**src/rtl/mem_wb_lsu.sv**
```systemverilog
`default_nettype none
// ============================================================================
// Module      : mem_wb_lsu
// Description : Memory and writeback stage of the pipelined MIPS core.
//               Holds the M-stage register and drives a req/ack memory port
//               with byte/half/word/double stores and signed/unsigned loads.
//               Wait states stall upstream, a stuck request is abandoned
//               after MAX_WAIT cycles, and misaligned accesses are reported.
//               Feeds the registered W-stage register-file write port.
// Revision    : 1.0 - initial release
// ============================================================================
module mem_wb_lsu #(
    parameter int XLEN     = 32,
    parameter int MAX_WAIT = 16
) (
    input  logic                clk,
    input  logic                reset,
    input  logic [XLEN-1:0]     aluoutE,
    input  logic [XLEN-1:0]     writedataE,
    input  logic [4:0]          writeregE,
    input  logic                regwriteE,
    input  logic                memenE,
    input  logic [3:0]          memopE,
    output logic                stallM,
    output logic [XLEN-1:0]     aluoutM,
    output logic [4:0]          writeregM,
    output logic                regwriteM,
    output logic                memtoregM,
    output logic                mem_req,
    output logic                mem_we,
    output logic [XLEN-1:0]     mem_addr,
    output logic [XLEN/8-1:0]   mem_be,
    output logic [XLEN-1:0]     mem_wdata,
    input  logic [XLEN-1:0]     mem_rdata,
    input  logic                mem_ack,
    output logic                misalignM,
    output logic                berrM,
    output logic [XLEN-1:0]     resultW,
    output logic [4:0]          writeregW,
    output logic                regwriteW
);

    localparam int NB = XLEN / 8;
    localparam int LW = $clog2(NB);
    localparam int CW = $clog2(MAX_WAIT + 1);

    typedef enum logic [0:0] {
        S_IDLE = 1'b0,
        S_WAIT = 1'b1
    } state_t;

    state_t            state_q, state_d;
    logic [CW-1:0]     cnt_q, cnt_d;

    logic [XLEN-1:0]   aluout_q, wdata_q;
    logic [4:0]        wreg_q;
    logic              regwrite_q, memen_q;
    logic [3:0]        memop_q;

    logic [XLEN-1:0]   result_q, result_d;
    logic [4:0]        wregw_q;
    logic              regwritew_q, regwritew_d;

    logic              is_store, is_unsigned;
    logic [1:0]        size;
    logic [LW-1:0]     lane;
    logic              misalign, req, timeout, stall;
    logic [NB-1:0]     be_mask;
    logic [XLEN-1:0]   wdata_rep, rshift, load_val;

    assign is_store    = memop_q[3];
    assign size        = memop_q[2:1];
    assign is_unsigned = memop_q[0];
    assign lane        = aluout_q[LW-1:0];

    // Alignment check: a double access can never be legal on a 32-bit bus.
    always_comb begin
        misalign = 1'b0;
        if (memen_q) begin
            case (size)
                2'b00:   misalign = 1'b0;
                2'b01:   misalign = aluout_q[0];
                2'b10:   misalign = (aluout_q[1:0] != 2'b00);
                default: misalign = (XLEN == 32) || (aluout_q[2:0] != 3'b000);
            endcase
        end
    end

    assign req     = memen_q & ~misalign;
    // The MAX_WAIT-th unacknowledged request cycle abandons the op instead of stalling.
    assign timeout = req & ~mem_ack & (cnt_q == CW'(MAX_WAIT - 1));
    assign stall   = req & ~mem_ack & ~timeout;

    // Request FSM and wait counter next-state; an ack with no request is ignored.
    always_comb begin
        state_d = state_q;
        cnt_d   = stall ? cnt_q + 1'b1 : '0;
        case (state_q)
            S_IDLE:  if (stall) state_d = S_WAIT;
            S_WAIT:  if (!stall) state_d = S_IDLE;
            default: state_d = S_IDLE;
        endcase
    end

    // Request FSM and wait counter registers.
    always_ff @(posedge clk) begin
        if (reset) begin
            state_q <= S_IDLE;
            cnt_q   <= '0;
        end else begin
            state_q <= state_d;
            cnt_q   <= cnt_d;
        end
    end

    // M-stage register: holds its op while the memory port is stalled.
    always_ff @(posedge clk) begin
        if (reset) begin
            aluout_q   <= '0;
            wdata_q    <= '0;
            wreg_q     <= '0;
            regwrite_q <= 1'b0;
            memen_q    <= 1'b0;
            memop_q    <= '0;
        end else if (!stall) begin
            aluout_q   <= aluoutE;
            wdata_q    <= writedataE;
            wreg_q     <= writeregE;
            regwrite_q <= regwriteE;
            memen_q    <= memenE;
            memop_q    <= memopE;
        end
    end

    // Store lane mask and lane-replicated store data.
    always_comb begin
        case (size)
            2'b00: begin
                be_mask   = NB'(1);
                wdata_rep = {NB{wdata_q[7:0]}};
            end
            2'b01: begin
                be_mask   = NB'(3);
                wdata_rep = {(NB/2){wdata_q[15:0]}};
            end
            2'b10: begin
                be_mask   = NB'(15);
                wdata_rep = {(NB/4){wdata_q[31:0]}};
            end
            default: begin
                be_mask   = '1;
                wdata_rep = wdata_q;
            end
        endcase
    end

    assign rshift = mem_rdata >> {lane, 3'b000};

    // Load extraction from the addressed lane with sign or zero extension.
    always_comb begin
        load_val = rshift;
        case (size)
            2'b00: begin
                if (is_unsigned) load_val = XLEN'(rshift[7:0]);
                else             load_val = XLEN'($signed(rshift[7:0]));
            end
            2'b01: begin
                if (is_unsigned) load_val = XLEN'(rshift[15:0]);
                else             load_val = XLEN'($signed(rshift[15:0]));
            end
            2'b10: begin
                if (is_unsigned) load_val = XLEN'(rshift[31:0]);
                else             load_val = XLEN'($signed(rshift[31:0]));
            end
            default: load_val = rshift;
        endcase
    end

    // W-stage next values: stalls, faults and stores all produce a non-writing slot.
    always_comb begin
        result_d    = (memen_q & ~is_store) ? load_val : aluout_q;
        regwritew_d = regwrite_q & ~stall & ~misalign & ~timeout & ~(memen_q & is_store);
    end

    // W-stage register loads on every edge.
    always_ff @(posedge clk) begin
        if (reset) begin
            result_q    <= '0;
            wregw_q     <= '0;
            regwritew_q <= 1'b0;
        end else begin
            result_q    <= result_d;
            wregw_q     <= wreg_q;
            regwritew_q <= regwritew_d;
        end
    end

    assign stallM    = stall;
    assign aluoutM   = aluout_q;
    assign writeregM = wreg_q;
    assign regwriteM = regwrite_q;
    assign memtoregM = memen_q & ~is_store;
    assign mem_req   = req;
    assign mem_we    = req & is_store;
    assign mem_addr  = {aluout_q[XLEN-1:LW], LW'(0)};
    assign mem_be    = req ? (be_mask << lane) : '0;
    assign mem_wdata = wdata_rep;
    assign misalignM = misalign;
    assign berrM     = timeout;
    assign resultW   = result_q;
    assign writeregW = wregw_q;
    assign regwriteW = regwritew_q;

endmodule
`default_nettype wire

```
**config.mk**
```make
export PLATFORM = sky130hd
export DESIGN_NAME = mem_wb_lsu
export DESIGN_NICKNAME = d
export VERILOG_FILES = /design/src/rtl/mem_wb_lsu.sv
export SDC_FILE = /design/constraint.sdc
export NUM_CORES = 1
export LEC_CHECK = 0
export ABC_AREA = 0
export CORE_ASPECT_RATIO = 1.75
export CORE_MARGIN = 2
export CORE_UTILIZATION = 40
export CTS_CLUSTER_DIAMETER = 80
export CTS_CLUSTER_SIZE = 28
export DETAILED_ROUTE_END_ITERATION = 16
export DONT_BUFFER_PORTS = 1
export GPL_TIMING_DRIVEN = 0
export PLACE_DENSITY_LB_ADDON = 0.1
export SYNTH_ARGS = -nofsm -noshare
export SYNTH_HDL_FRONTEND = slang
export SYNTH_SLANG_ARGS = --single-unit
```
**constraint.sdc**
```tcl
create_clock -name clk -period 1.7 [get_ports clk]
set_input_delay 0.34 -clock clk [delete_from_list [all_inputs] [get_ports clk]]
set_output_delay 0.34 -clock clk [all_outputs]
set_load 0.02 [all_outputs]
```
Word-level counts from Yosys, hierarchy flattened
Cells that the tools add are included.
Storage, ports and cells
  memory bits (read-only): 0
  memories kept: 0
  bits in writable memories: 0
  bits in latches: 0
  word-level logic and storage cells: 45
  register bits: 118
  output and inout port bits: 150
  input port bits: 110
Operators by class
  multipliers: 0
  bitwise logic cells: 17
  reduce and logical (&&, ||, !) cells: 3
  div/mod/pow operators: 0
  equal/unequal tests: 3
  shift-type cells: 2
  multiplexer cells: 9
  add/sub/neg operators: 1
  order comparisons: 0
Operators by type and width (count)
  32-bit one-hot mux with 2 select lines: 2
  32-bit two-way mux: 3
  32-bit by 5-bit right shift with 32-bit output: 1
  1-bit AND: 11
  4-bit one-hot mux with 2 select lines: 1
  1-bit NOT: 6
  5-bit by 1-bit adder with 5-bit output, second input constant: 1
  5-bit by 4-bit == test with 1-bit output, second input constant: 1
  4-bit two-way mux: 1
  4-bit by 2-bit left shift with 4-bit output: 1
  1-bit one-hot mux with 3 select lines: 1
  2-bit by 1-bit == test with 1-bit output, second input constant: 1
  2-bit == test, second input constant: 1
  2-bit zero test: 1
  2-bit nonzero test: 1
  2-bit OR reduction: 1
  1-bit two-way mux: 1

Depth between registers and ports, before layout
Gate-level depths: netlist (run 1).
  word-level depth: 14
  depth in mapped cells: 10
  gate-level depth less buffers: 8

Worst setup path before layout (run 1)
Ideal clock, no wire load.
  path type: reg-to-output
  start point: register aluout_q[0], in the netlist aluoutM[0]
  end point: output port mem_be[1]
  arrival time: 1.695 ns
  buffers on the path: 4
  cell stages (with the launch flop): 7
  path slack: -0.335 ns
  data required time: 1.360 ns
  path through: dfxtp_1 > buf_4 > buf_6 > buf_2 > buf_2 > nor3_1 > nor3_1
Between the ends
  longest elaborated chain between the ends: 6
  elaborated cells on any way between the ends: 7
  those cells by class: 1 x shift; 3 x mux; 2 x bitwise; 1 x reduce/logical
Ends and longest elaborated chain
  start, declared: RTL line 55  | logic [XLEN-1:0] aluout_q, wdata_q;
  start signal, assigned: RTL line 126  | aluout_q <= aluoutE;
  2-bit nonzero test: RTL line 83  | 2'b10: misalign = (aluout_q[1:0] != 2'b00);
  1-bit one-hot mux with 3 select lines: RTL line 80  | case (size)
  1-bit two-way mux: RTL line 79  | if (memen_q) begin
  1-bit NOT: RTL line 89  | assign req = memen_q & ~misalign;
  1-bit AND: RTL line 89
  4-bit two-way mux (*): RTL line 206  | assign mem_be = req ? (be_mask << lane) : '0;
  end, declared: RTL line 32  | output logic [XLEN/8-1:0] mem_be,
Every way passes the cells marked *; elsewhere a longest branch is shown, timed or not.

Worst setup path in the final report (run 1)
  start point: register aluout_q[0], in the netlist aluoutM[0]
  end point: output port berrM
Between the ends
  longest elaborated chain between the ends: 7
Ends and longest elaborated chain
  2-bit nonzero test: RTL line 83
  1-bit one-hot mux with 3 select lines (*): RTL line 80
  1-bit two-way mux (*): RTL line 79
  1-bit NOT (*): RTL line 89
  1-bit AND (*): RTL line 89
  1-bit AND (*) (2 in series): RTL line 91  | assign timeout = req & ~mem_ack & (cnt_q == CW'(MAX_WAIT - 1));
  end, declared: RTL line 37  | output logic berrM,
Marks and branches as above.

==> out/results.txt, run 1 <==
The run finished, with violations left. The final reports fail on setup timing. The reported leakage power was 3.94 nW. The number of buffers on the longest clock path is 2.

The routed length per instance was 22.8 µm. The worst register-to-register path has a depth of 13. Setup repair after global routing could not meet its margin everywhere. The run gives 0 as the count of final hold-check violations. In this run the critical register-to-register path is launched from cnt_q[0]$_SDFF_PP0_. In this run the mean area of a mapped cell was 8.23 µm². The signal on the critical path passes through buf_8 > nor3_4 > or2_4 > nand2_8 > nor3b_4. The worst setup margin came out at -0.366 ns. Measured along the x axis, the die boundary spans 92.4 µm. Between clock sinks in the finished design, the worst skew comes to 0.00758 ns. The worst min-delay path startpoint is memenE. The maximum fanout along the worst path works out to 5. The post-route netlist has 63.0% of its cells at a drive strength greater than 1.

For the diode insertion count for antenna repair, the log shows 0. The region available for standard cell placement spans 0.0134 mm². The first global-routing pass estimated 30,900 µm of wire. Counting every instance in the synthesized netlist gives 665.

For the initial standard-cell utilization of the core, the log shows 40.9%. The logs give 0 for the max-slew violation count and 42.1% for the clock network fraction of design power. The pre-CTS setup slack was -0.425 ns.

On the worst path, the slowest cell contributes a delay of 0.38 ns. The switching part of the total was 30.4%; the proportion of power drawn by flip-flops and latches was 37.5%. For the worst-skew pair, the clock arrives at the later sink with an insertion delay of 0.41 ns. Via count of the first global-routing pass: 5,282. The run gives 0.672 mV as the maximum vdd drop. TritonCTS built the clock tree.

The number of levels the H-tree was split into was 4; the placement row count was 56. In this run the critical register-to-register path is captured at aluoutM[22]$_SDFFE_PP0N_. The tools report the type of origin of the critical path as a flip-flop. For hold timing, the worst endpoint is memen_q$_SDFFE_PP0N_. For the post-DP HPWL, the log shows 13,900 µm.

The most used flip-flop cell after synthesis is dfxtp_1. Summing over every cut layer, the via total after detailed routing is 5,146. After detailed placement, the total cell area comes to 0.00575 mm².

In this run the clock root is driven by a clkbuf_16. The worst hold path stage count is 2, and the clock sink count is 118. In this run, synthesis inferred 0 flip-flops with an integrated enable. The die boundary height is 159 µm. The number of buffers added on ports is 0. The number of antenna violations at the first check in global routing came out at 0. For this design, the slowest cell found on the critical path is dfxtp_4. Summing all non-filler instances in the final layout gives an area of 0.00904 mm². The logs give 866 for the number of nets in the final layout and 4 for the number of optimization iterations in the first detailed-route pass.

STA puts the critical path data required time at 1.36 ns. Hold repair after CTS inserted 0 buffers. For the routed wire length, the log shows 21,400 µm. Synthesis inferred 118 register bits.

The number of vias per cell after detailed routing is 5.47. Count of unique library cells instantiated by Yosys: 41. On the final layout, the worst hold slack is 0.0387 ns. The path class of the tightest hold or removal check is input pin to flip-flop. TritonCTS created 17 clock buffers. The most common cell after layout, fill and taps aside was dfxtp_1. The critical path is of the flip-flop to output port type. The initial detailed-routing violation count was 182; the area growth from synthesis to final layout was 65.2%.

During synthesis, Yosys emitted a total of 0 warnings. Entering global routing, the biggest net connects 20 pins. In the routed design, unresolved DRC markers number 0. Dividing the final minimum period by the clock period gives 122%. For this run, the top clock speed supported by timing is 0.484 GHz. 260 I/O pins were placed. The count of nets left with antenna violations once routing finished came out at 0. At the worst endpoint, the arrival time is 1.73 ns. After synthesis the cells add up to 0.00547 mm². After global routing the overflow that remains totals 0. The top cell types in the final layout, fill and taps aside, are dfxtp_1 (111), nand2_1 (73), a21oi_2 (70).

The aggregate global-route resource usage was 27.8%; the async set-reset flop share out of synthesis was 0%. In this run the power density over the cells is 975 mW/mm². The pin slew with the least headroom to its limit is 0.886 ns, and the cell-internal power is 6.13 mW.

The tools report the count of max-cap constraint violations as 0. The die covers 0.0147 mm². The sequential-to-total area share from yosys stat was 43.2%; the relative slew slack was 41.0%. The analysis attributes to net switching a power of 2.68 mW. Setup violations remaining at the end of the flow were counted as 138. Routability-driven placement finished with a final weighted congestion of 0.870. The clock-pin transition on the worst setup and hold timing paths works out to 0.06 ns. The worst register-to-register path has a setup slack of -0.34 ns. Combinational logic is responsible for 20.3% of the overall power.

Endpoint kind of the worst setup timing path: an output port. The clock period minus worst slack works out to 2.07 ns.
==> critical path, delay by kind of cell, from the launching register on <==
kind,cells,cell delay [ns]
simple gates,4,0.79
flops,1,0.38
buf+inv,1,0.14
==> repair_timing <==
| item | in CTS | in global routing |
|---|---|---|
| buffers inserted | 43 | 19 |
| gates resized for setup | 276 | 245 |
| pin swaps | 113 | 109 |
| endpoints found under the setup margin | 143 | 144 |
| cloned | 15 | 2 |
==> registers in the layout (all words and copies together), names as in the netlist <==
name / flops
aluoutM: 32
cnt_q: 5
memen_q: 1
memop_q: 4
regwriteM: 1
regwriteW: 1
resultW: 32
wdata_q: 32
writeregM: 5
writeregW: 5
==> Yosys cell counts, types with 11 or more instances <==
| master | count | share of area (%) |
|---|---|---|
| buf_2 | 20 | 1.8 |
| nor3_1 | 14 | 1.3 |
| clkbuf_1 | 19 | 1.3 |
| a21oi_1 | 84 | 7.7 |
| mux2_2 | 30 | 6.2 |
| nand2_1 | 188 | 13 |
| buf_4 | 46 | 6.3 |
| a211oi_2 | 11 | 2.5 |
| mux2i_1 | 18 | 3.3 |
| a211oi_1 | 14 | 1.9 |
| dfxtp_1 | 118 | 43 |
| nor2_1 | 38 | 2.6 |
==> logic make-up (layout without fill, tap and decap cells) <==
logic type      count (synthesis)  in the layout  synth area share, %
compound gates                132            132                 15.2
buf+inv                        95            196                 10.6
other cells                     1              2               0.0685
xor+xnor                        3              3                0.480
mux                            49             49                 9.95
simple gates                  265            265                 20.1
fa+ha+maj                       2              2                0.457
flops                         118            118                 43.2
==> power groups by stage <==
stage	clock, mW	combinational [mW]	sequential [mW]
floorplan	0	0.847	3.26
global placement	0	1.01	3.32
detailed placement	0	1.02	3.32
CTS	3.77	1.54	3.27
global route	3.90	1.89	3.33
finish	3.71	1.79	3.31
==> routing by layer <==
layer | track usage [%] | vias to the layer above | part of all wire (%)
met3 | 9.25 | 46 | 7.6
met4 | 11.9 | 0 | 4.0
li1 | - | 2363 | -
met1 | 26.7 | 2515 | 32
met2 | 52.4 | 222 | 56
met5 | 0 | - | 0
==> how the worst max path moves through the flow <==
stage / endpoint / start / slack [ns] / cells after the start
6_report: berrM / aluoutM[0]$_SDFFE_PP0N_ / -0.37 / 5
5_1_grt: berrM / aluoutM[0]$_SDFFE_PP0N_ / -0.43 / 5
4_1_cts: berrM / aluoutM[1]$_SDFFE_PP0N_ / -0.44 / 5
3_5_place_dp: mem_be[1] / memop_q[2]$_SDFFE_PP0N_ / -0.43 / 5
3_3_place_gp: mem_be[1] / memop_q[2]$_SDFFE_PP0N_ / -0.43 / 5
2_1_floorplan: memop_q[2]$_SDFFE_PP0N_ / cnt_q[0]$_SDFF_PP0_ / -0.02 / 10
==> per-stage QoR <==
| stage | util [%] | instances | TNS (ns) | total power [mW] |
|---|---|---|---|---|
| floorplan | - | 666 | -0.629 | 4.10 |
| global placement | 42.9 | 840 | -28.45 | 4.33 |
| detailed placement | 42.9 | 840 | -31.32 | 4.35 |
| CTS | 60.3 | 929 | -32.15 | 8.58 |
| global route | 67.6 | 941 | -33.73 | 9.12 |
| finish | 67.6 | 941 | -27.38 | 8.81 |
==> layout make-up <==
| cell class | instances | area (µm²) |
|---|---|---|
| Clock inverter | 14 | 176 |
| Fill cell | 1024 | 4340 |
| Inverter | 6 | 33.8 |
| Tap cell | 174 | 218 |
| Buffer | 88 | 890 |
| Multi-Input combinational cell | 453 | 3930 |
| Timing Repair Buffer | 70 | 985 |
| Clock buffer | 18 | 429 |
| Sequential cell | 118 | 2380 |
Power figures use the tool's default switching activity.
==> inputs of run 2 (changes only) <==
--- a/config.mk
+++ b/config.mk
@@ -5,7 +5,7 @@
 export SDC_FILE = /design/constraint.sdc
 export NUM_CORES = 1
 export LEC_CHECK = 0
-export ABC_AREA = 0
+export ABC_AREA = 1
 export CORE_ASPECT_RATIO = 1.75
 export CORE_MARGIN = 2
 export CORE_UTILIZATION = 40
==> constraint.sdc (replaced) <==
create_clock -name clk -period 2.1 [get_ports clk]
set_input_delay 0.42 -clock clk [delete_from_list [all_inputs] [get_ports clk]]
set_output_delay 0.42 -clock clk [all_outputs]
set_load 0.02 [all_outputs]
==> run 2 against run 1 <==
Compared with the run above: the run still ends with setup timing left; core utilization fell by 18 points; flip-flop and latch count unchanged; critical path depth rose by 2; die area rose by 12%; global-route usage fell by 1.1 points; design area fell by 18%; worst setup slack better by 0.24 ns; critical path type unchanged; largest cell class unchanged.
==> out/results.txt, run 2 <==
By area the synthesized netlist is led by dfxtp_1 (39%), nand2_1 (12%), nor2_1 (10%), nand4_1 (7.9%), inv_1 (7.0%). Kind of critical path: flip-flop to output port. The quantity of hold-fixing buffers added after cts was 0 (unchanged); the count of boundary I/O pins was 260 (unchanged). For the core footprint, the log shows 0.0149 mm² (+11%). The tools report the synthesized area as 0.00613 mm² (+12%). The flow ran to the end, but the final reports show violations. The number of buffers on the longest clock path was 2 (unchanged); the share of layout cells above drive strength 1 was 17.3% (-46 points). The endpoint kind of the worst setup timing path was an output port. The worst hold path terminates at memen_q$_SDFFE_PP0N_. The register-to-register setup slack was 0.20 ns (+0.54 ns); the via count of the first global-routing pass was 6,109 (+16%). The worst setup margin came out at -0.126 ns (+0.239 ns). The final worst clock skew is 0.00670 ns (-0.000878 ns).

The global route total overflow was 0 (unchanged); the die boundary height was 168 µm (+5.7%). The startpoint identified for the worst hold timing path is memenE. The via count of the routed design is 6,099 (+19%), and the worst endpoint required time is 1.68 ns (+0.32 ns). The count of max-cap constraint violations was 0 (unchanged). For the placement row count, the log shows 59 (+5.4%). The clock-pin transition on the worst setup and hold timing paths was 0.05 ns (about the same). The tools report the type of origin of the critical path as a flip-flop. The library cells used most frequently in the layout, excluding fill and tap cells, are nand2_1 (195), nor2_1 (165), dfxtp_1 (113). The max-slew violation count came out at 0 (unchanged). The tools report the aggregate global-route resource usage as 26.7% (-1.1 points). The logs give 0.449 GHz for the fmax and 0 (unchanged) for the warning count from the yosys run.

Initial detailed-routing violation count: 304 (+67%). For the finished layout, the period the worst path requires is 2.23 ns. For the number of buffers inserted during clock tree synthesis, the log shows 17 (unchanged).

Setup repair after global routing could not meet its margin everywhere. The power density over the cells is 910 mW/mm² (-6.7%). The tools report the buffer type at the clock tree root as clkbuf_16.

The diode insertion count for antenna repair is 0 (unchanged). The checks that failed: setup timing. The count of final hold-check violations is 0 (unchanged), and the mean instance size in the synthesized netlist is 6.60 µm² (-20%).

The reported leakage power came out at 3.47 nW (-12%). TritonCTS built the clock tree. The total setup violations reported at the end of the flow was 5 (-96%); the async set-reset flop share out of synthesis was 0% (unchanged).

The maximum vdd drop was 0.544 mV (-19%); the count of flip-flops with a built-in enable after synthesis was 0 (unchanged). The tools report the pin count of the biggest net entering global routing as 17 (-15%). The logs give 1.81 ns (+0.08 ns) for the signal arrival time at the worst endpoint and 29 (-29%) for the count of unique library cells instantiated by Yosys. The final antenna-violating net count was 0 (unchanged). The endpoint identified for the worst register-to-register timing path is aluoutM[22]$_SDFFE_PP0N_. The top cell type by total area after synthesis is dfxtp_1. The number of antenna violations at the first check in global routing was 0 (unchanged). Ranked by instance count, the synthesized netlist is headed by nand2_1 (197), nor2_1 (168), dfxtp_1 (118), inv_1 (114), nand4_1 (77). The proportion of netlist area held by the largest area contributor was 38.5% (-4.6 points); the post-DP HPWL was 17,000 µm (+23%). The overall die width came out at 97.6 µm (+5.6%). The startpoint of the most critical register-to-register path was cnt_q[0]$_SDFF_PP0_. The DRC violation count after routing was 0 (unchanged); the routed length per instance was 19.6 µm (-14%). The logs give 929 (+40%) for the number of instances in the synthesized netlist and -0.451 ns (+26.93 ns) for the summed negative setup slack over all endpoints.

Relative to the synthesized area, the layout overhead comes to 20.5%. The path class of the tightest hold or removal check is input pin to flip-flop. The initial standard-cell utilization of the core was 41.1% (+0.21 points). The library cell used most frequently in the layout, excluding fill and tap cells, is nand2_1. After layout, the worst path uses 106% of the clock period. The number of nets in the final layout was 1,069 (+23%). The routability-driven placement congestion ratio was 0.991 (+14%); the final non-filler cell total was 1,150 (+22%). The clock latency of the later-clocked register in the worst-skew pair came out at 0.42 ns (about the same). Flip-flop and latch count after synthesis: 118 (unchanged).

The routed wire length is 22,600 µm (+5.2%), and the number of levels the H-tree was split into is 4 (unchanged). Pin slew with the least headroom to its limit: 0.736 ns (-0.150 ns). The tools report the sequential-to-total area share from yosys stat as 38.5% (-4.6 points). The worst hold path stage count is 2 (unchanged), and the number of optimization iterations in the first detailed-route pass is 8 (+4).

The tools report the die outline area as 0.0164 mm² (+12%). For the wire length of the first global-routing pass, the log shows 33,300 µm (+7.6%). By instance count, the leading cell after synthesis is nand2_1. The number of buffers added on ports was 0 (unchanged). The number of vias per cell after detailed routing was 5.30 (-3.0%); the relative slew slack was 50.9% (+10 points). The clock sink count was 118 (unchanged). The worst hold slack after final layout came out at 0.111 ns (+0.0722 ns). The count of placed standard cells including taps was 1,113 (+33%); the maximum fanout along the worst path was 5 (unchanged). The most frequently used flop master after synthesis is dfxtp_1.

The cell depth of the worst flop-to-flop path came out at 9 (-4).
==> run 2: cell types whose count changed in the layout (fill, tap and decap cells not counted), moves of 42 or more <==
| cell | delta |
|---|---|
| nand2_4 | -62 |
| nand2_2 | -50 |
| a21oi_2 | -70 |
| inv_1 | +107 |
| nand3_1 | +42 |
| nand4_1 | +77 |
| nor2_1 | +133 |
| nand2_1 | +122 |
==> run 2: metal layers <==
metal | track usage [%] | up-vias | part of all wire (%)
li1 | - | 2984 | -
met1 | 25.6 | 2827 | 34
met2 | 49.8 | 234 | 53
met3 | 8.72 | 54 | 7.5
met4 | 13.9 | 0 | 5.1
met5 | 0 | - | 0
==> run 2: power by group <==
group	internal [mW]	switching [mW]
clock	1.69	1.07
sequential	2.41	0.251
combinational	0.435	0.868
==> run 2: worst max path at each step <==
stage                     slack, ns                    start   endpoint  depth (start not counted)
after global placement        -0.46  aluoutM[1]$_SDFFE_PP0N_  mem_be[0]                          7
after CTS                     -0.18  aluoutM[1]$_SDFFE_PP0N_  mem_be[0]                          7
after detailed placement      -0.46  aluoutM[1]$_SDFFE_PP0N_  mem_be[0]                          7
final                         -0.13  aluoutM[1]$_SDFFE_PP0N_  mem_be[3]                          7
after floorplan                0.02  aluoutM[1]$_SDFFE_PP0N_  mem_be[0]                          7
after global routing          -0.20  aluoutM[1]$_SDFFE_PP0N_  mem_be[3]                          7
==> run 2: kinds of logic (layout without fill, tap and decap cells) <==
family	Yosys count	count (layout)	synth area share [%]
compound gates	86	86	8.19
fa+ha+maj	2	2	0.408
xor+xnor	2	2	0.286
simple gates	496	496	34.9
buf+inv	224	261	17.6
flops	118	118	38.5
other cells	1	2	0.0612
==> run 2: final cells by class <==
class / count / area (µm²)
Inverter: 115 / 437
Timing Repair Buffer: 9 / 92.6
Tap cell: 183 / 229
Clock buffer: 20 / 467
Clock inverter: 9 / 80.1
Fill cell: 1638 / 7530
Buffer: 108 / 723
Sequential cell: 118 / 2380
Multi-Input combinational cell: 588 / 2980
==> run 2: worst max-delay path, cell delays in order, from the launching register on <==
cell     delay [ns]
dfxtp_4        0.38
buf_8          0.14
o21ai_4        0.18
nand2_2        0.10
nor2_4         0.11
buf_8          0.16
o21ai_4        0.09
a21oi_4        0.23
==> run 2: repair_timing <==
item / CTS / global route
setup buffers: 6 / 2
pin swaps: 6 / 6
endpoints found under the setup margin: 83 / 26
resized for setup: 92 / 19
cloned: 1 / 0
==> run 2: metrics by stage <==
step / power (mW) / instance area [µm²] / util (%) / setup slack, ns
detailed placement: 3.87 / 6360 / 42.7 / -0.458
global route: 6.98 / 7390 / 49.5 / -0.203
finish: 6.72 / 7390 / 49.5 / -0.126
floorplan: 3.57 / 6130 / - / 0.0188
global placement: 3.86 / 6360 / 42.7 / -0.456
CTS: 6.72 / 7260 / 48.7 / -0.180
==> inputs of run 3 (changes only) <==
--- a/config.mk
+++ b/config.mk
@@ -14,7 +14,8 @@
 export DETAILED_ROUTE_END_ITERATION = 16
 export DONT_BUFFER_PORTS = 1
 export GPL_TIMING_DRIVEN = 0
-export PLACE_DENSITY_LB_ADDON = 0.1
+export PLACE_DENSITY = 0.55
+export SKIP_LAST_GASP = 1
 export SYNTH_ARGS = -nofsm -noshare
 export SYNTH_HDL_FRONTEND = slang
 export SYNTH_SLANG_ARGS = --single-unit
==> run 3 against run 2 <==
Compared with the run above: the flow still finishes with violations (setup timing); total power is 0.22% higher; fmax up 1.7%; critical path depth stayed put; worst hold slack improved by 0.0077 ns; routed wire length is 1.9% lower; clock power barely moved; count of clock-buffer cells in the layout grew 5; flip-flop and latch count stayed put.
==> out/results.txt, run 3 (synthesized netlist as in run 2, its figures left out) <==
The run finished, with violations left. The checks that failed: setup timing. The power density over the cells was 911 mW/mm² (about the same); the count of boundary I/O pins was 260 (unchanged). The number of vias per cell after detailed routing works out to 5.27 (-0.71%). The fmax came out at 0.457 GHz (+1.7%).

The pin slew with the least headroom to its limit came out at 0.727 ns (-0.00846 ns). The run gives 26.3% (-0.37 points) as the aggregate global-route resource usage. The tools report the number of antenna violations at the first check in global routing as 0 (unchanged). The stage delay of the slowest cell on the critical path is 0.37 ns (about the same). The reported leakage power is 3.48 nW (+0.16%), and the overall die width is 97.6 µm (unchanged).

The worst endpoint required time is 1.68 ns (about the same), and the wire length of the first global-routing pass is 32,800 µm (-1.4%). The count of final hold-check violations is 0 (unchanged). The tools report the final instance area as 0.00740 mm² (+0.15%). The root buffer cell chosen for the clock tree is clkbuf_16. The tools report the clock latency of the later-clocked register in the worst-skew pair as 0.42 ns (about the same). The post-DP HPWL is 16,900 µm (-1.0%), and the clock-pin transition on the worst setup and hold timing paths is 0.05 ns (about the same). Max-slew violation count: 0 (unchanged). The run gives 4 (-4) as the number of optimization iterations in the first detailed-route pass. The worst hold path class is input pin to flip-flop. For the die outline area, the log shows 0.0164 mm² (unchanged). Among all stages on the critical path, the largest delay is contributed by dfxtp_4. The kind of critical path is flip-flop to output port. In the layout the commonest cells are nand2_1 (195), nor2_1 (164), dfxtp_1 (113). The number of buffers added on ports is 0 (unchanged), and the routability-driven placement congestion ratio is 0.995 (+0.38%). The diode insertion count for antenna repair was 0 (unchanged). The core footprint came out at 0.0149 mm² (unchanged). For the worst setup margin, the log shows -0.0892 ns (+0.0371 ns). Global route total overflow: 0 (unchanged). From synthesis to final layout, the design area changed by 20.7%. The maximum vdd drop is 0.515 mV (-5.3%). The kind of cell with the highest combined delay along the critical path is compound AO/OA/AOI/OAI gates. The tools report the DRC violation count after routing as 0 (unchanged). The relative slew slack was 51.0% (+0.052 points); the number of buffers on the longest clock path was 2 (unchanged). For the number of nets in the final layout, the log shows 1,070 (+0.094%). The run gives 118 (unchanged) as the clock sink count.

For the final antenna-violating net count, the log shows 0 (unchanged). The total design power is 6.74 mW (+0.22%), and the ratio of final minimum period to clock period is 104% (-1.8 points). The quantity of hold-fixing buffers added after cts is 0 (unchanged), and the routed length per instance is 19.2 µm (-2.3%). By instance count, the cell type seen most on the critical path is o21ai_4.

The count of max-cap constraint violations is 0 (unchanged), and the pre-CTS setup slack is -0.441 ns (+0.0168 ns). The placement row count was 59 (unchanged); the share of layout cells above drive strength 1 was 17.0% (-0.28 points). The tools report the initial detailed-routing violation count as 242 (-20%). The initial standard-cell utilization of the core was 41.1% (unchanged); the routed wire length was 22,100 µm (-1.9%).

The pin count of the biggest net entering global routing is 17 (unchanged). Traced cell by cell, the critical path runs through buf_6 > o21ai_4 > nand2_2 > nor2_4 > buf_12 > o21ai_4 > a21oi_4. The number of buffers inserted during clock tree synthesis is 17 (unchanged), and the via count of the routed design is 6,077 (-0.36%). The most common cell after layout, fill and taps aside is nand2_1. The signal arrival time at the worst endpoint was 1.77 ns (-0.04 ns); the via count of the first global-routing pass was 6,016 (-1.5%). For the final worst clock skew, the log shows 0.00823 ns (+0.00153 ns).

The count of buffering cells on the critical path with inverters included is 2 (unchanged). The total setup violations reported at the end of the flow is 5 (unchanged), and the clock period minus worst slack is 2.19 ns (-0.0371 ns). The worst setup path is launched from a flip-flop.

Number of levels the H-tree was split into: 4 (unchanged). TritonCTS built the clock tree. Setup repair after global routing could not meet its margin everywhere. For the instance area at placement, the log shows 0.00636 mm² (unchanged). The maximum fanout along the worst path is 5 (unchanged), and the die boundary height is 168 µm (unchanged). STA classifies the critical path endpoint as an output port.
==> run 3: timing repair <==
| action | in CTS | in global routing |
|---|---|---|
| setup endpoints to repair | 82 | 30 |
| pin swaps | 6 | 5 |
| setup buffers | 6 | 3 |
| gates resized for setup | 84 | 27 |
| cloned | 1 | 0 |
==> run 3: metal layers <==
layer / part of all wire [%] / vias up / track usage, %
met5: 0 / - / 0
met4: 4.3 / 0 / 12.7
met3: 7.5 / 53 / 8.47
met2: 55 / 233 / 49.7
met1: 34 / 2801 / 25.3
li1: - / 2990 / -
==> run 3: cell type report <==
type	count	area [µm²]
clock buffer	25	485
sequential	118	2370
multi-input combinational	588	2970
clock inverter	7	71.3
tap	183	229
buffer	108	728
inverter	115	444
timing repair buffer	10	100
fill	1608	7510
==> run 3: power breakdown <==
part,internal [mW],switching [mW],leakage (nW)
Clock,1.72,1.05,0.263
Sequential,2.42,0.249,0.982
Combinational,0.437,0.864,2.23
==> run 3: final timing paths <==
path | end | slack (ns) | start | cells past startpoint
max | mem_be[3] | -0.09 | aluoutM[1]$_SDFFE_PP0N_ | 7
min | memen_q$_SDFFE_PP0N_ | 0.12 | memenE | 2
max reg2reg | memop_q[2]$_SDFFE_PP0N_ | 0.13 | cnt_q[1]$_SDFF_PP0_ | 9
min reg2reg | cnt_q[3]$_SDFF_PP0_ | 0.53 | cnt_q[3]$_SDFF_PP0_ | 2
==> run 3: stage by stage <==
step / util, % / hold WS (ns) / cells / TNS (ns)
floorplan: - / 0.418 / 930 / 0
global placement: 42.7 / 0.434 / 1113 / -11.18
detailed placement: 42.7 / 0.438 / 1113 / -11.09
CTS: 48.4 / 0.115 / 1151 / -0.892
global route: 49.6 / 0.124 / 1154 / -0.709
finish: 49.6 / 0.119 / 1154 / -0.248
